File: src/rtl/coolgirl_irq_pkg.sv
// Shared definitions for the CoolGirl interrupt engine.
//   - irq_mode_e   : counting mode held in control[5:4]
//   - REG_*        : register select values on reg_addr
//   - CTRL_*       : bit positions inside the control register
package coolgirl_irq_pkg;

    typedef enum logic [1:0] {
        IRQ_MODE_SCANLINE = 2'b00,
        IRQ_MODE_CPU_DOWN = 2'b01,
        IRQ_MODE_VRC      = 2'b10,
        IRQ_MODE_OFF      = 2'b11
    } irq_mode_e;

    localparam logic [2:0] REG_LATCH_LO = 3'd0;
    localparam logic [2:0] REG_LATCH_HI = 3'd1;
    localparam logic [2:0] REG_CTRL     = 3'd2;
    localparam logic [2:0] REG_RELOAD   = 3'd3;
    localparam logic [2:0] REG_ACK      = 3'd4;

    localparam int CTRL_IRQ_EN     = 0;
    localparam int CTRL_CNT_EN     = 1;
    localparam int CTRL_ACK_REEN   = 2;
    localparam int CTRL_CYCLE_MODE = 3;
    localparam int CTRL_MODE_LO    = 4;
    localparam int CTRL_MODE_HI    = 5;

endpackage

File: src/rtl/coolgirl_a12_filter.sv
// PPU A12 rise detector for the scanline counter.
// Synchronises the raw A12 into the m2 domain, measures how long it has
// been low, and flags a rise only after a sufficiently long low period.
// Ports:
//   m2       in  : CPU clock
//   reset    in  : synchronous, active-high
//   ppu_a12  in  : raw PPU A12 (asynchronous)
//   a12_rise out : one-cycle pulse on a qualified A12 rise
module coolgirl_a12_filter #(
    parameter int A12_FILTER = 2
) (
    input  logic m2,
    input  logic reset,
    input  logic ppu_a12,
    output logic a12_rise
);

    localparam logic [2:0] LOW_MAX = 3'(A12_FILTER);

    logic       sync1_q, sync1_d;
    logic       sync2_q, sync2_d;
    logic       a12_prev_q, a12_prev_d;
    logic [2:0] low_cnt_q, low_cnt_d;

    always_comb begin
        sync1_d    = ppu_a12;
        sync2_d    = sync1_q;
        a12_prev_d = sync2_q;
        low_cnt_d  = low_cnt_q;
        if (sync2_q) begin
            low_cnt_d = 3'd0;
        end else if (low_cnt_q != LOW_MAX) begin
            low_cnt_d = low_cnt_q + 3'd1;
        end
    end

    // low_cnt_q still reflects the low run that preceded this rise,
    // because it only clears on the edge after sync2 goes high.
    assign a12_rise = sync2_q & ~a12_prev_q & (low_cnt_q == LOW_MAX);

    always_ff @(posedge m2) begin
        if (reset) begin
            sync1_q    <= 1'b0;
            sync2_q    <= 1'b0;
            a12_prev_q <= 1'b0;
            low_cnt_q  <= 3'd0;
        end else begin
            sync1_q    <= sync1_d;
            sync2_q    <= sync2_d;
            a12_prev_q <= a12_prev_d;
            low_cnt_q  <= low_cnt_d;
        end
    end

endmodule

File: src/rtl/coolgirl_irq_engine.sv
// Multi-mode interrupt engine: MMC3 scanline counter, CPU-cycle
// down-counter, or VRC4 prescaled up-counter, selected by control[5:4].
// Ports:
//   m2          in  : CPU clock, all state on rising edge
//   reset       in  : synchronous, active-high
//   reg_we      in  : one-cycle register write strobe
//   reg_addr    in  : register select (latch lo/hi, control, reload, ack)
//   reg_data    in  : write data
//   ppu_a12     in  : raw PPU A12
//   irq         out : active-high interrupt request
//   counter_dbg out : current counter value
module coolgirl_irq_engine
    import coolgirl_irq_pkg::*;
#(
    parameter int CNT_WIDTH       = 16,
    parameter int A12_FILTER      = 2,
    parameter int PRESCALE_PERIOD = 341,
    parameter int PRESCALE_STEP   = 3
) (
    input  logic                 m2,
    input  logic                 reset,
    input  logic                 reg_we,
    input  logic [2:0]           reg_addr,
    input  logic [7:0]           reg_data,
    input  logic                 ppu_a12,
    output logic                 irq,
    output logic [CNT_WIDTH-1:0] counter_dbg
);

    localparam logic signed [9:0]   PS_PERIOD = 10'(PRESCALE_PERIOD);
    localparam logic signed [9:0]   PS_STEP   = 10'(PRESCALE_STEP);
    localparam logic [CNT_WIDTH-1:0] CNT_ONE  = {{(CNT_WIDTH-1){1'b0}}, 1'b1};

    logic [CNT_WIDTH-1:0] counter_q, counter_d;
    logic [CNT_WIDTH-1:0] latch_q, latch_d;
    logic                 irq_en_q, irq_en_d;
    logic                 cnt_en_q, cnt_en_d;
    logic                 ack_reen_q, ack_reen_d;
    logic                 cycle_mode_q, cycle_mode_d;
    irq_mode_e            mode_q, mode_d;
    logic                 reload_flag_q, reload_flag_d;
    logic                 irq_q, irq_d;
    logic signed [9:0]    prescaler_q, prescaler_d;

    logic                 a12_rise;
    logic                 wr_latch_lo, wr_latch_hi, wr_ctrl, wr_reload, wr_ack;
    logic                 cnt_wr;
    logic                 scan_event;
    logic                 vrc_tick;
    logic                 irq_set;
    logic signed [9:0]    ps_next;
    logic [7:0]           cnt8;
    logic [15:0]          latch_hi_wr;
    irq_mode_e            ctrl_mode;

    coolgirl_a12_filter #(
        .A12_FILTER (A12_FILTER)
    ) u_a12_filter (
        .m2       (m2),
        .reset    (reset),
        .ppu_a12  (ppu_a12),
        .a12_rise (a12_rise)
    );

    always_comb begin
        counter_d     = counter_q;
        latch_d       = latch_q;
        irq_en_d      = irq_en_q;
        cnt_en_d      = cnt_en_q;
        ack_reen_d    = ack_reen_q;
        cycle_mode_d  = cycle_mode_q;
        mode_d        = mode_q;
        reload_flag_d = reload_flag_q;
        irq_d         = irq_q;
        prescaler_d   = prescaler_q;
        irq_set       = 1'b0;
        vrc_tick      = 1'b0;
        cnt8          = counter_q[7:0];
        ps_next       = prescaler_q - PS_STEP;
        // For CNT_WIDTH=8 the slice below keeps only the old low byte,
        // so a high-byte write becomes a no-op.
        latch_hi_wr   = {reg_data, latch_q[7:0]};
        ctrl_mode     = irq_mode_e'(reg_data[CTRL_MODE_HI:CTRL_MODE_LO]);

        wr_latch_lo = reg_we && (reg_addr == REG_LATCH_LO);
        wr_latch_hi = reg_we && (reg_addr == REG_LATCH_HI);
        wr_ctrl     = reg_we && (reg_addr == REG_CTRL);
        wr_reload   = reg_we && (reg_addr == REG_RELOAD);
        wr_ack      = reg_we && (reg_addr == REG_ACK);

        // Any write touching the counter or latch suppresses this cycle's count.
        cnt_wr = wr_latch_lo || wr_latch_hi
              || (wr_reload && (mode_q == IRQ_MODE_CPU_DOWN))
              || (wr_ctrl && (ctrl_mode == IRQ_MODE_VRC) && reg_data[CTRL_CNT_EN]);

        scan_event = (mode_q == IRQ_MODE_SCANLINE) && a12_rise && !cnt_wr;

        case (mode_q)
            IRQ_MODE_SCANLINE: begin
                if (scan_event) begin
                    // A reload write in the same cycle is consumed by this event.
                    if ((counter_q[7:0] == 8'd0) || reload_flag_q || wr_reload) begin
                        cnt8          = latch_q[7:0];
                        reload_flag_d = 1'b0;
                    end else begin
                        cnt8 = counter_q[7:0] - 8'd1;
                    end
                    counter_d[7:0] = cnt8;
                    if ((cnt8 == 8'd0) && irq_en_q) begin
                        irq_set = 1'b1;
                    end
                end
            end
            IRQ_MODE_CPU_DOWN: begin
                if (cnt_en_q && !cnt_wr) begin
                    counter_d = counter_q - CNT_ONE;
                    if ((counter_q == '0) && irq_en_q) begin
                        irq_set = 1'b1;
                    end
                end
            end
            IRQ_MODE_VRC: begin
                if (cnt_en_q) begin
                    if (cycle_mode_q) begin
                        vrc_tick = 1'b1;
                    end else if (ps_next[9] || (ps_next == '0)) begin
                        prescaler_d = ps_next + PS_PERIOD;
                        vrc_tick    = 1'b1;
                    end else begin
                        prescaler_d = ps_next;
                    end
                    if (vrc_tick && !cnt_wr) begin
                        if (counter_q[7:0] == 8'hFF) begin
                            counter_d[7:0] = latch_q[7:0];
                            irq_set        = irq_en_q;
                        end else begin
                            counter_d[7:0] = counter_q[7:0] + 8'd1;
                        end
                    end
                end
            end
            default: ;
        endcase

        if (wr_latch_lo) begin
            latch_d[7:0] = reg_data;
        end
        if (wr_latch_hi) begin
            latch_d = latch_hi_wr[CNT_WIDTH-1:0];
        end
        if (wr_ctrl) begin
            irq_en_d     = reg_data[CTRL_IRQ_EN];
            cnt_en_d     = reg_data[CTRL_CNT_EN];
            ack_reen_d   = reg_data[CTRL_ACK_REEN];
            cycle_mode_d = reg_data[CTRL_CYCLE_MODE];
            mode_d       = ctrl_mode;
            if (ctrl_mode != mode_q) begin
                prescaler_d = PS_PERIOD;
            end
            if ((ctrl_mode == IRQ_MODE_VRC) && reg_data[CTRL_CNT_EN]) begin
                counter_d[7:0] = latch_q[7:0];
                prescaler_d    = PS_PERIOD;
                irq_d          = 1'b0;
            end
        end
        if (wr_reload) begin
            if ((mode_q == IRQ_MODE_SCANLINE) && !scan_event) begin
                reload_flag_d = 1'b1;
            end
            if (mode_q == IRQ_MODE_CPU_DOWN) begin
                counter_d = latch_q;
            end
        end
        if (wr_ack) begin
            irq_d = 1'b0;
            if (mode_q == IRQ_MODE_VRC) begin
                cnt_en_d = ack_reen_q;
            end
        end

        // A new event beats an acknowledge; disabling or mode off beats both.
        if (irq_set) begin
            irq_d = 1'b1;
        end
        if (!irq_en_d || (mode_d == IRQ_MODE_OFF)) begin
            irq_d = 1'b0;
        end
    end

    always_ff @(posedge m2) begin
        if (reset) begin
            counter_q     <= '0;
            latch_q       <= '0;
            irq_en_q      <= 1'b0;
            cnt_en_q      <= 1'b0;
            ack_reen_q    <= 1'b0;
            cycle_mode_q  <= 1'b0;
            mode_q        <= IRQ_MODE_SCANLINE;
            reload_flag_q <= 1'b0;
            irq_q         <= 1'b0;
            prescaler_q   <= PS_PERIOD;
        end else begin
            counter_q     <= counter_d;
            latch_q       <= latch_d;
            irq_en_q      <= irq_en_d;
            cnt_en_q      <= cnt_en_d;
            ack_reen_q    <= ack_reen_d;
            cycle_mode_q  <= cycle_mode_d;
            mode_q        <= mode_d;
            reload_flag_q <= reload_flag_d;
            irq_q         <= irq_d;
            prescaler_q   <= prescaler_d;
        end
    end

    assign irq         = irq_q;
    assign counter_dbg = counter_q;

endmodule

File: config.mk
export PLATFORM = sky130hd
export DESIGN_NAME = coolgirl_irq_engine
export DESIGN_NICKNAME = d
export VERILOG_FILES = /design/src/rtl/coolgirl_irq_pkg.sv /design/src/rtl/coolgirl_a12_filter.sv /design/src/rtl/coolgirl_irq_engine.sv
export SDC_FILE = /design/constraint.sdc
export NUM_CORES = 1
export LEC_CHECK = 0
export BUFFER_PORTS_ARGS = -buffer_cell sky130_fd_sc_hd__buf_2
export CAP_MARGIN = 15
export CELL_PAD_IN_SITES_DETAIL_PLACEMENT = 2
export CELL_PAD_IN_SITES_GLOBAL_PLACEMENT = 2
export CORE_MARGIN = 8
export CORE_UTILIZATION = 33
export CTS_BUF_LIST = sky130_fd_sc_hd__clkbuf_4
export DETAILED_ROUTE_END_ITERATION = 12
export PLACE_DENSITY = 0.9
export REMOVE_ABC_BUFFERS = 1
export SKIP_LAST_GASP = 1
export SYNTH_ARGS = -nofsm -noshare
export SYNTH_HDL_FRONTEND = slang
export SYNTH_SLANG_ARGS = --single-unit
File: constraint.sdc
create_clock -name m2 -period 2.9 [get_ports m2]
set_input_delay 0.58 -clock m2 [delete_from_list [all_inputs] [get_ports m2]]
set_output_delay 0.58 -clock m2 [all_outputs]
set_load 0.005 [all_outputs]
Word-level counts from Yosys, hierarchy flattened
Index checks and enable logic that the tools add are counted.
- flip-flop bits (word level): 56
- output and inout port bits: 17
- bits of input ports: 15
- reductions and logical operators: 38
- mux-type cells: 47
- bitwise logic cells: 4
- equality and inequality tests: 12
- add/subtract/negate cells: 6
- operators by type and width (operator ; number):
    8-bit two-way mux ; 10
    10-bit two-way mux ; 7
    16-bit two-way mux ; 3
    1-bit two-way mux ; 24
    8-bit one-hot mux with 3 select lines ; 1
    1-bit logical AND ; 16
    16-bit logical NOT ; 1
    8-bit logical NOT ; 2
    16-bit by 1-bit subtractor with 16-bit output (second input constant) ; 1
    10-bit adder (second input constant) ; 1
    10-bit logical NOT ; 1
    10-bit by 3-bit subtractor with 10-bit output (second input constant) ; 1
    3-bit by 2-bit == test with 1-bit output (second input constant) ; 3
    8-bit by 1-bit adder with 8-bit output (second input constant) ; 1
    8-bit == test (second input constant) ; 1
    8-bit by 1-bit subtractor with 8-bit output (second input constant) ; 1
    1-bit logical OR ; 7
    2-bit == test (second input constant) ; 3
    3-bit nonzero test ; 2
    2-bit AND reduction ; 2
    2-bit OR reduction ; 2
    3-bit by 1-bit adder with 3-bit output (second input constant) ; 1
    3-bit by 1-bit == test with 1-bit output (second input constant) ; 1
    3-bit == test (second input constant) ; 1
    10 further kinds ; 14

Logic depth before layout (Yosys ltp)
Gate-level depths: netlist (run 1).
- depth after elaboration: 16
- mapped depth: 12
- depth with buffers taken out: 9

Modules after synthesis
From an unflattened synthesis (run 1), not the netlist that was laid out.
- cell total of the unflattened synthesis: 544
- area, all modules: 3997.6 µm²
- by module, submodules not included (module ; times used ; area an instance (µm²) ; cells each):
    coolgirl_irq_engine ; 1 ; 3752.3 ; 522
    coolgirl_a12_filter ; 1 ; 245.2 ; 22

Least setup slack after synthesis (run 1)
Ideal clock, no wire load.
- kind: flip-flop to flip-flop
- from: register counter_q[0], in the netlist counter_dbg[0]
- to: register counter_q[0], in the netlist counter_dbg[0]
- library setup time: 134 ps
- data required time: 2766 ps
- arrival: 2594 ps
- stages on the path, launching flop included: 11
- path buffers: 1
- slack: 172 ps
- cells stage by stage: dfxtp_1 -> clkbuf_1 -> inv_1 -> ha_1 -> or3b_1 -> or3_4 -> o31a_4 -> a221oi_2 -> nor2_1 -> a311oi_1 -> a211oi_1
- cells in the longest elaborated chain, start to end: 12
- ends and longest elaborated chain (element ; line ; text):
    from (decl) ; coolgirl_irq_engine.sv:34 ; logic [CNT_WIDTH-1:0] counter_q, counter_d;
    from (signal assigned) ; coolgirl_irq_engine.sv:203 ; counter_q <= counter_d;
    parallel branches: the longest is 7 deep, another holds 8-bit by 1-bit subtractor with 8-bit output ; - ;
    8-bit one-hot mux with 3 select lines * ; coolgirl_irq_engine.sv:98 ; case (mode_q)
    8-bit two-way mux ; coolgirl_irq_engine.sv:160 ; if ((ctrl_mode == IRQ_MODE_VRC) && reg_data[CTRL_CNT_EN]) begin
    8-bit two-way mux * ; coolgirl_irq_engine.sv:151 ; if (wr_ctrl) begin
    16-bit two-way mux ; coolgirl_irq_engine.sv:170 ; if (mode_q == IRQ_MODE_CPU_DOWN) begin
    16-bit two-way mux * ; coolgirl_irq_engine.sv:166 ; if (wr_reload) begin
Mark *: on every way between the ends. The select of a mux whose other input is x is not followed.
A chain may end at the register's enable or synchronous reset.

Worst setup path in the final report (run 1)
Ends and elaborated chain as after synthesis.

==> flow_summary_export.csv, run 1 <==
group,metric,value,unit
status,outcome,"finished clean",
finish,final_common_cell,"nand2_1",
route,routedWlPerCell,23.80,um
clocking,clkLatencyLatePin,0.40,ns
placed_design,place_inst,707,
route,via_count,4506,
clocking,cts_root_buf,"clkbuf_4",
worst_setup_path,end_kind,"register",
timing,timing.fmax,365.8,MHz
floorplanning,die_h,126.7,um
worst_setup_path,path_cells,"inv_1, ha_1, or3b_1, or3_4, o31a_4, a221oi_2, nor2_1, a311oi_1, a211oi_1",
timing,tns,0,ns
global_route,grtUsageTotal,20.72,%
yosys,synth_seq_cells,56,
power,p_per_area,360.3,nW/um2
floorplanning,die_x,126.7,um
finish,final_cell_mix,"92 x nand2_1, 56 x dfxtp_1, 53 x a21oi_1",
timing,finalCritPeriodShare,94.28,%
floorplanning,initial_utilization,33.66,%
power,vdd_drop_max,254.3,uV
yosys,synth_cells,548,
clocking,cts_sinks,56,
route,drc,0,
clocking,ctsHoldBuffers,0,
worst_setup_path,r2r_cells,9,
min_path,hold_depth,2,
route,routed_via_density,6.302,
floorplanning,io-pin-count,32,
timing,setup_ws,0.1660,ns
clocking,clk_pin_slew_worst_paths,0.18,ns
yosys,synth_edf_count,0,
global_route,grt_pass1_vias,4868,
clocking,cts_resized,0,
finish,drive_above_1_share,14.79,%
worst_setup_path,cp_slowest_cell,"or3b_1",
worst_setup_path,worstPathRequired,3.19,ns
floorplanning,core_area,12010,um2
timing,slew_viol_final,0,
placed_design,port_buffers,31,
timing,rsz0062_at_grt,"false",
worst_setup_path,critPathMaxStageDelay,0.44,ns
yosys,seq_area_frac_synth,27.73,%
floorplanning,rows,40,
clocking,clock_path_buffers,2,
clocking,numCtsBuffers,5,
yosys,synth_area_per_cell,7.377,um2
worst_setup_path,crit_cells,9,
power,pwr-share-seq,52.2,%
route,first_iter_violations,286,
clocking,post_cts_buffers,0,
worst_setup_path,path_delay_family,"compound AO/OA/AOI/OAI gates",
placed_design,gp_congestion,0.9128,
placed_design,dp_hpwl,12.51,mm
yosys,ys.flop_type,"dfxtp_1",
global_route,grt_max_degree,28,
worst_setup_path,path_buf_inv,1,
yosys,ys_warn_count,0,
timing,final_hold_viol_count,0,
power,switchingPower,0.5039,mW
power,netSwitchingFraction,31.57,%
timing,skew,0.005963,ns
yosys,ys_types,78,
route,wl,17.01,mm
finish,diodes,0,
worst_setup_path,cp-start-kind,"register",
global_route,grt_overflow,0,
route,ant_nets,0,
global_route,antenna_found_initial,0,
power,p_clk_share,29.0,%
yosys,synth_area,4043,um2
clocking,tritoncts,"yes",
timing,setup_violations,0,
job,maxCapViolCount,0,
finish,fin_area,4431,um2
route,dr.pass1.iters,5,
timing,relSlewSlack,40.77,%
power,comb_power_share,18.8,%
finish,fin_cells,715,
power,internal_power,1.092,mW
timing,fin_crit,2.734,ns
placed_design,dpl_cell_area,4350,um2
timing,worstMarginPinSlew,0.8803,ns
finish,fillers,1421,
clocking,ctsHtreeMaxLevel,2,
global_route,grt_first_pass_wirelength,26.96,mm
floorplanning,dieArea,16050,um2
finish,area_growth,9.595,%
finish,post-route-util,36.89,%
power,p_leak,1.576,nW
min_path,hp-class,"in -> reg",
yosys,async_flop_share,0,%
worst_setup_path,critical_path_arrival,3.03,ns
placed_design,dp_slack,0.09239,ns
worst_setup_path,path_max_fanout,8,
worst_setup_path,path_class,"reg -> reg",
finish,nets,589,
## routing by layer
layer  track usage [%]  routed length, um  share of wire, %
met1             23.69               6953                41
met2             37.20               8526                50
met3             3.184                840               4.9
met4             9.447                693               4.1
met5                 0                  0                 0
## power by group through the flow
stage	Combinational (mW)	Sequential, mW	Clock (mW)
floorplan	0.178	0.844	0
global placement	0.266	0.845	0
detailed placement	0.291	0.851	0
CTS	0.296	0.835	0.468
global route	0.322	0.840	0.484
finish	0.299	0.834	0.463
## per-stage QoR
stage          hold slack [ns]  power [mW]
6_report                0.3862       1.596
5_1_grt                 0.3789       1.646
4_1_cts                 0.3851       1.599
3_5_place_dp            0.4583       1.142
3_3_place_gp            0.4310       1.111
2_1_floorplan           0.4138       1.022
## final cells by class
class,count,area [um2],area share (%)
clock buffer,5,37.54,0.8472
inverter,15,56.30,1.271
sequential,56,1121,25.30
timing repair buffer,52,312.8,7.060
tap,147,183.9,4.151
clock inverter,3,42.54,0.9602
multi-input combinational,437,2676,60.41
## cells by family after synthesis
kind of cell	share of synthesized area [%]
xor+xnor	3.900
flops	27.73
mux	1.517
buf+inv	6.066
fa+ha+maj	2.166
simple gates	30.43
compound gates	28.20
## synth_stat cells (all sizes together) (4+ instances only)
| library cell | instances | area, um2 |
|---|---|---|
| o31a | 5 | 52.55 |
| inv | 15 | 56.30 |
| and3 | 7 | 48.80 |
| a31oi | 11 | 68.82 |
| o31ai | 6 | 77.57 |
| a211oi | 6 | 45.04 |
| nand3b | 5 | 37.54 |
| nand3 | 22 | 110.1 |
| buf | 14 | 91.34 |
| xnor2 | 14 | 122.6 |
| xor2 | 4 | 35.03 |
| o221ai | 5 | 43.79 |
| nand2 | 93 | 351.6 |
| nor2b | 7 | 43.79 |
| o211ai | 9 | 67.56 |
| or3 | 9 | 61.31 |
| a21oi | 53 | 265.3 |
| a221oi | 5 | 50.04 |
| nor2 | 40 | 152.6 |
| o21ai | 29 | 145.1 |
| nor3 | 17 | 101.4 |
| clkbuf | 26 | 97.59 |
| nand4 | 5 | 31.28 |
| ha | 7 | 87.58 |
| dfxtp | 56 | 1121 |
| nor4 | 11 | 75.07 |
| or4 | 5 | 41.29 |
| mux2i | 5 | 50.05 |
## final timing paths
path	start	slack (ns)	to
setup / recovery	counter_dbg[0]	0.17	counter_dbg[0]
hold / removal	ppu_a12	0.39	u_a12_filter.sync1_q
hold reg to reg	u_a12_filter.sync1_q	0.48	u_a12_filter.a12_prev_d
setup reg to reg	counter_dbg[0]	0.17	counter_dbg[0]
Note: power is estimated with default switching activity, not from simulation.
==> inputs of run 2 (changes only) <==
Settings changed: PLACE_DENSITY 0.9 to unset, PLACE_DENSITY_LB_ADDON set to 0.1, RECOVER_POWER set to 25.
==> run 2 against run 1 <==
Net effect: global-route usage fell by 1.3 points; cell area rose by 1.4%; core utilization rose by 0.51 points; cell count rose by 1.7%; combinational power rose by 3%; clock skew rose by 0.0016 ns; hold slack got worse by 0.050 ns; total power fell by 2.8%; non-clock buffer count rose by 12; first-iteration DRC count fell by 28%; count of clock-buffer cells in the layout did not move; via count fell by 3.4%; critical endpoint unchanged; largest cell class unchanged.
==> flow_summary_export.csv, run 2 (synthesis gave the netlist of run 1 again) <==
group,metric,value,unit
floorplanning,core_area,12010,um2
placed_design,dp_slack,0.1214,ns
min_path,hp-class,"in -> reg",
clocking,numCtsBuffers,5,
timing,setup_ws,0.2693,ns
power,pwr-share-seq,53.4,%
global_route,grt_overflow,0,
worst_setup_path,path_class,"reg -> reg",
power,p_per_area,345.4,nW/um2
power,p_leak,1.622,nW
placed_design,dp_hpwl,12.16,mm
timing,rsz0062_at_grt,"false",
timing,finalCritPeriodShare,90.71,%
power,switchingPower,0.5301,mW
power,p_clk_share,26.9,%
worst_setup_path,critPathMaxStageDelay,0.45,ns
clocking,cts_sinks,56,
clocking,clk_pin_slew_worst_paths,0.19,ns
global_route,grtUsageTotal,19.38,%
clocking,tritoncts,"yes",
floorplanning,io-pin-count,32,
worst_setup_path,cp-start-kind,"register",
timing,fin_crit,2.631,ns
finish,nets,601,
worst_setup_path,end_kind,"register",
global_route,antenna_found_initial,0,
timing,final_hold_viol_count,0,
timing,worstMarginPinSlew,0.7395,ns
worst_setup_path,path_cells,"inv_1, ha_1, nor4bb_1, nand3_1, or2_2, a221oi_1, nor2_1, a311oi_1, a211oi_1",
floorplanning,die_h,126.7,um
floorplanning,dieArea,16050,um2
route,via_count,4355,
route,ant_nets,0,
route,routed_via_density,5.990,
route,first_iter_violations,207,
route,wl,15.70,mm
worst_setup_path,path_max_fanout,12,
placed_design,port_buffers,31,
floorplanning,rows,40,
finish,final_cell_mix,"92 x nand2_1, 56 x dfxtp_1, 53 x a21oi_1",
timing,relSlewSlack,50.24,%
floorplanning,initial_utilization,33.66,%
power,netSwitchingFraction,34.17,%
global_route,grt_max_degree,30,
timing,slew_viol_final,0,
job,maxCapViolCount,0,
finish,drive_above_1_share,16.21,%
clocking,clkLatencyLatePin,0.44,ns
power,vdd_drop_max,262.6,uV
worst_setup_path,cp_slowest_cell,"or2_2",
finish,fillers,1427,
power,internal_power,1.021,mW
worst_setup_path,worstPathRequired,3.24,ns
clocking,cts_root_buf,"clkbuf_4",
floorplanning,die_x,126.7,um
timing,setup_violations,0,
finish,diodes,0,
clocking,post_cts_buffers,0,
finish,final_common_cell,"nand2_1",
finish,area_growth,11.11,%
route,dr.pass1.iters,4,
route,drc,0,
timing,timing.fmax,380.1,MHz
global_route,grt_pass1_vias,4626,
route,routedWlPerCell,21.60,um
timing,tns,0,ns
power,comb_power_share,19.8,%
placed_design,gp_congestion,0.8535,
clocking,clock_path_buffers,2,
status,outcome,"finished clean",
global_route,grt_first_pass_wirelength,25.05,mm
timing,skew,0.007568,ns
clocking,cts_resized,0,
worst_setup_path,critical_path_arrival,2.97,ns
clocking,ctsHoldBuffers,0,
clocking,ctsHtreeMaxLevel,2,
-- run 2: final timing paths --
kind                                                 from                      end  cells past startpoint  slack, ns
worst max-delay path            u_a12_filter.low_cnt_q[0]           counter_dbg[0]                      9       0.27
worst min-delay path                              ppu_a12     u_a12_filter.sync1_q                      2       0.34
worst max register to register  u_a12_filter.low_cnt_q[0]           counter_dbg[0]                      9       0.27
worst min register to register       u_a12_filter.sync1_q  u_a12_filter.a12_prev_d                      1       0.46
-- run 2: power groups by stage --
stage / clock (mW) / combinational (mW) / sequential, mW
2_1_floorplan: 0 / 0.178 / 0.844
3_3_place_gp: 0 / 0.289 / 0.840
3_5_place_dp: 0 / 0.307 / 0.845
4_1_cts: 0.431 / 0.310 / 0.829
5_1_grt: 0.448 / 0.338 / 0.834
6_report: 0.417 / 0.307 / 0.828
-- run 2: through the flow --
stage / util (%) / std cells / area [um2] / hold slack, ns / power, mW
global placement: 36.97 / 719 / 4441 / 0.4287 / 1.130
floorplan: - / 508 / 3854 / 0.4138 / 1.022
global route: 37.40 / 727 / 4492 / 0.3206 / 1.620
CTS: 37.49 / 727 / 4503 / 0.3309 / 1.569
finish: 37.40 / 727 / 4492 / 0.3357 / 1.552
detailed placement: 36.97 / 719 / 4441 / 0.4360 / 1.152
-- run 2: layout make-up --
class | instances | area [um2] | area share, %
well taps | 147 | 183.9 | 4.095
clock inverters | 3 | 25.02 | 0.5571
multi-input cells | 437 | 2670 | 59.44
flip-flops and latches | 56 | 1121 | 24.96
clock buffers | 5 | 37.54 | 0.8357
repair buffers | 64 | 397.9 | 8.858
inverters | 15 | 56.30 | 1.253
-- run 2: layer usage --
metal / part of all wire, % / track usage [%] / wire, um
met5: 0 / 0 / 0
met4: 1.2 / 5.038 / 192
met3: 3.9 / 2.723 / 618
met2: 48 / 33.11 / 7541
met1: 47 / 25.00 / 7352
-- run 2: worst max-delay path, delay by kind of cell (launching register included) --
| family | cells | cell delay (ns) |
|---|---|---|
| AOI/OAI and AO/OA | 3 | 0.76 |
| adders and majority gates | 1 | 0.19 |
| DFF | 1 | 0.38 |
| and+or+nand+nor | 4 | 1.13 |
| buffers and inverters | 1 | 0.06 |
==> inputs of run 3 (changes only) <==
==> constraint.sdc (replaced) <==
create_clock -name m2 -period 2.9 [get_ports m2]
set_input_delay 0.29 -clock m2 [delete_from_list [all_inputs] [get_ports m2]]
set_output_delay 0.29 -clock m2 [all_outputs]
set_load 0.005 [all_outputs]
==> run 3 against run 2 <==
Net effect: global-route usage shrank 0.12 points; sequential power grew 0.5%; register-to-register slack lost 0.05 ns; flip-flop and latch count is the same; hold slack lost 0.26 ns; critical path type unchanged; largest power group unchanged.
==> flow_summary_export.csv, run 3 (synthesis gave the netlist of run 1 again) <==
group,metric,value,unit
power,p_leak,1.576,nW
worst_setup_path,critical_path_arrival,3.07,ns
route,drc,0,
timing,fin_crit,2.679,ns
finish,final_cell_mix,"92 x nand2_1, 56 x dfxtp_1, 53 x a21oi_1",
floorplanning,die_x,126.7,um
timing,worstMarginPinSlew,1.476,ns
finish,nets,592,
route,wl,15.47,mm
finish,area_growth,9.595,%
worst_setup_path,path_cells,"inv_1, ha_1, o21ba_2, o221ai_1, nand4b_1, a21oi_1, xnor2_1, or4_1, nand2_1",
route,dr.pass1.iters,5,
floorplanning,rows,40,
timing,finalCritPeriodShare,92.37,%
clocking,clock_path_buffers,2,
floorplanning,initial_utilization,33.66,%
floorplanning,core_area,12010,um2
placed_design,gp_congestion,0.8578,
timing,skew,0.02483,ns
worst_setup_path,end_kind,"register",
clocking,cts_sinks,56,
timing,setup_violations,0,
placed_design,dpl_cell_area,4373,um2
timing,slew_viol_final,0,
clocking,clk_pin_slew_worst_paths,0.19,ns
floorplanning,io-pin-count,32,
finish,fin_area,4431,um2
global_route,grt_overflow,0,
route,first_iter_violations,266,
route,ant_nets,0,
clocking,tritoncts,"yes",
power,p_per_area,345.3,nW/um2
finish,diodes,0,
clocking,ctsHoldBuffers,0,
floorplanning,die_h,126.7,um
route,routedWlPerCell,21.54,um
floorplanning,dieArea,16050,um2
global_route,grtUsageTotal,19.26,%
clocking,ctsHtreeMaxLevel,2,
worst_setup_path,worstPathRequired,3.29,ns
clocking,clkLatencyLatePin,0.44,ns
worst_setup_path,path_class,"reg -> reg",
clocking,cts_root_buf,"clkbuf_4",
clocking,numCtsBuffers,5,
worst_setup_path,path_max_fanout,14,
job,maxCapViolCount,0,
route,via_count,4333,
status,outcome,"finished clean",
global_route,grt_first_pass_wirelength,25.10,mm
global_route,grt_pass1_vias,4618,
timing,rsz0062_at_grt,"false",
global_route,antenna_found_initial,0,
global_route,grt_max_degree,31,
worst_setup_path,cp-start-kind,"register",
finish,drive_above_1_share,15.24,%
power,vdd_drop_max,213.6,uV
timing,relSlewSlack,1.590,%
timing,tns,0,ns
finish,final_common_cell,"nand2_1",
min_path,hp-class,"in -> reg",
worst_setup_path,critPathMaxStageDelay,0.64,ns
timing,timing.fmax,373.3,MHz
timing,hold-worst-slack,0.07233,ns
timing,final_hold_viol_count,0,
placed_design,dp_hpwl,11.66,mm
placed_design,port_buffers,31,
worst_setup_path,cp_slowest_cell,"dfxtp_1",
route,routed_via_density,6.035,
-- run 3: cell type report --
type / instances / area, um2
Fill cell: 1452 / 7581
Multi-Input combinational cell: 437 / 2679
Sequential cell: 56 / 1121
Timing Repair Buffer: 55 / 330.3
Tap cell: 147 / 183.9
Inverter: 15 / 56.30
Clock buffer: 5 / 37.54
Clock inverter: 3 / 22.52
-- run 3: critical path: cells and delay by family, from the launching register on --
kind	cells	cell delay, ns
fa+ha+maj	1	0.37
simple gates	3	0.67
buf+inv	1	0.13
compound gates	3	0.72
flops	1	0.64
xor+xnor	1	0.11
-- run 3: per-layer routing --
layer,global-route usage (%),wire (um),vias up
met5,0,0,-
met4,5.388,208,0
met3,2.974,590,22
met2,30.97,7163,107
met1,26.08,7506,2154
li1,-,-,2050
-- run 3: report_power, final --
group / internal, mW / switching (mW)
Combinational: 0.115 / 0.178
Clock: 0.0986 / 0.307
Sequential: 0.799 / 0.0329
Total: 1.01 / 0.518
-- run 3: worst paths after layout --
| kind | from | slack, ns | depth (start not counted) | end |
|---|---|---|---|---|
| worst max-delay path | prescaler_q[0] | 0.22 | 9 | prescaler_q[7] |
| worst min-delay path | ppu_a12 | 0.07 | 2 | u_a12_filter.sync1_q |
| worst max register to register | prescaler_q[0] | 0.22 | 9 | prescaler_q[7] |
| worst min register to register | u_a12_filter.sync1_q | 0.46 | 1 | u_a12_filter.a12_prev_d |
-- run 3: repair_timing --
action / 4_1_cts / 5_1_grt
buffers inserted: 0 / 0
endpoints found under the setup margin: 0 / 1
gates resized for setup: 0 / 1
-- run 3: metrics by stage --
| stage | util, % | total power, mW | setup slack [ns] | instances |
|---|---|---|---|---|
| after floorplan | - | 1.022 | 0.2592 | 508 |
| after global placement | 36.41 | 1.122 | 0.3138 | 710 |
| after detailed placement | 36.41 | 1.139 | 0.2874 | 710 |
| after CTS | 36.91 | 1.551 | 0.2239 | 718 |
| after global routing | 36.89 | 1.613 | 0.006464 | 718 |
| final | 36.89 | 1.530 | 0.2214 | 718 |
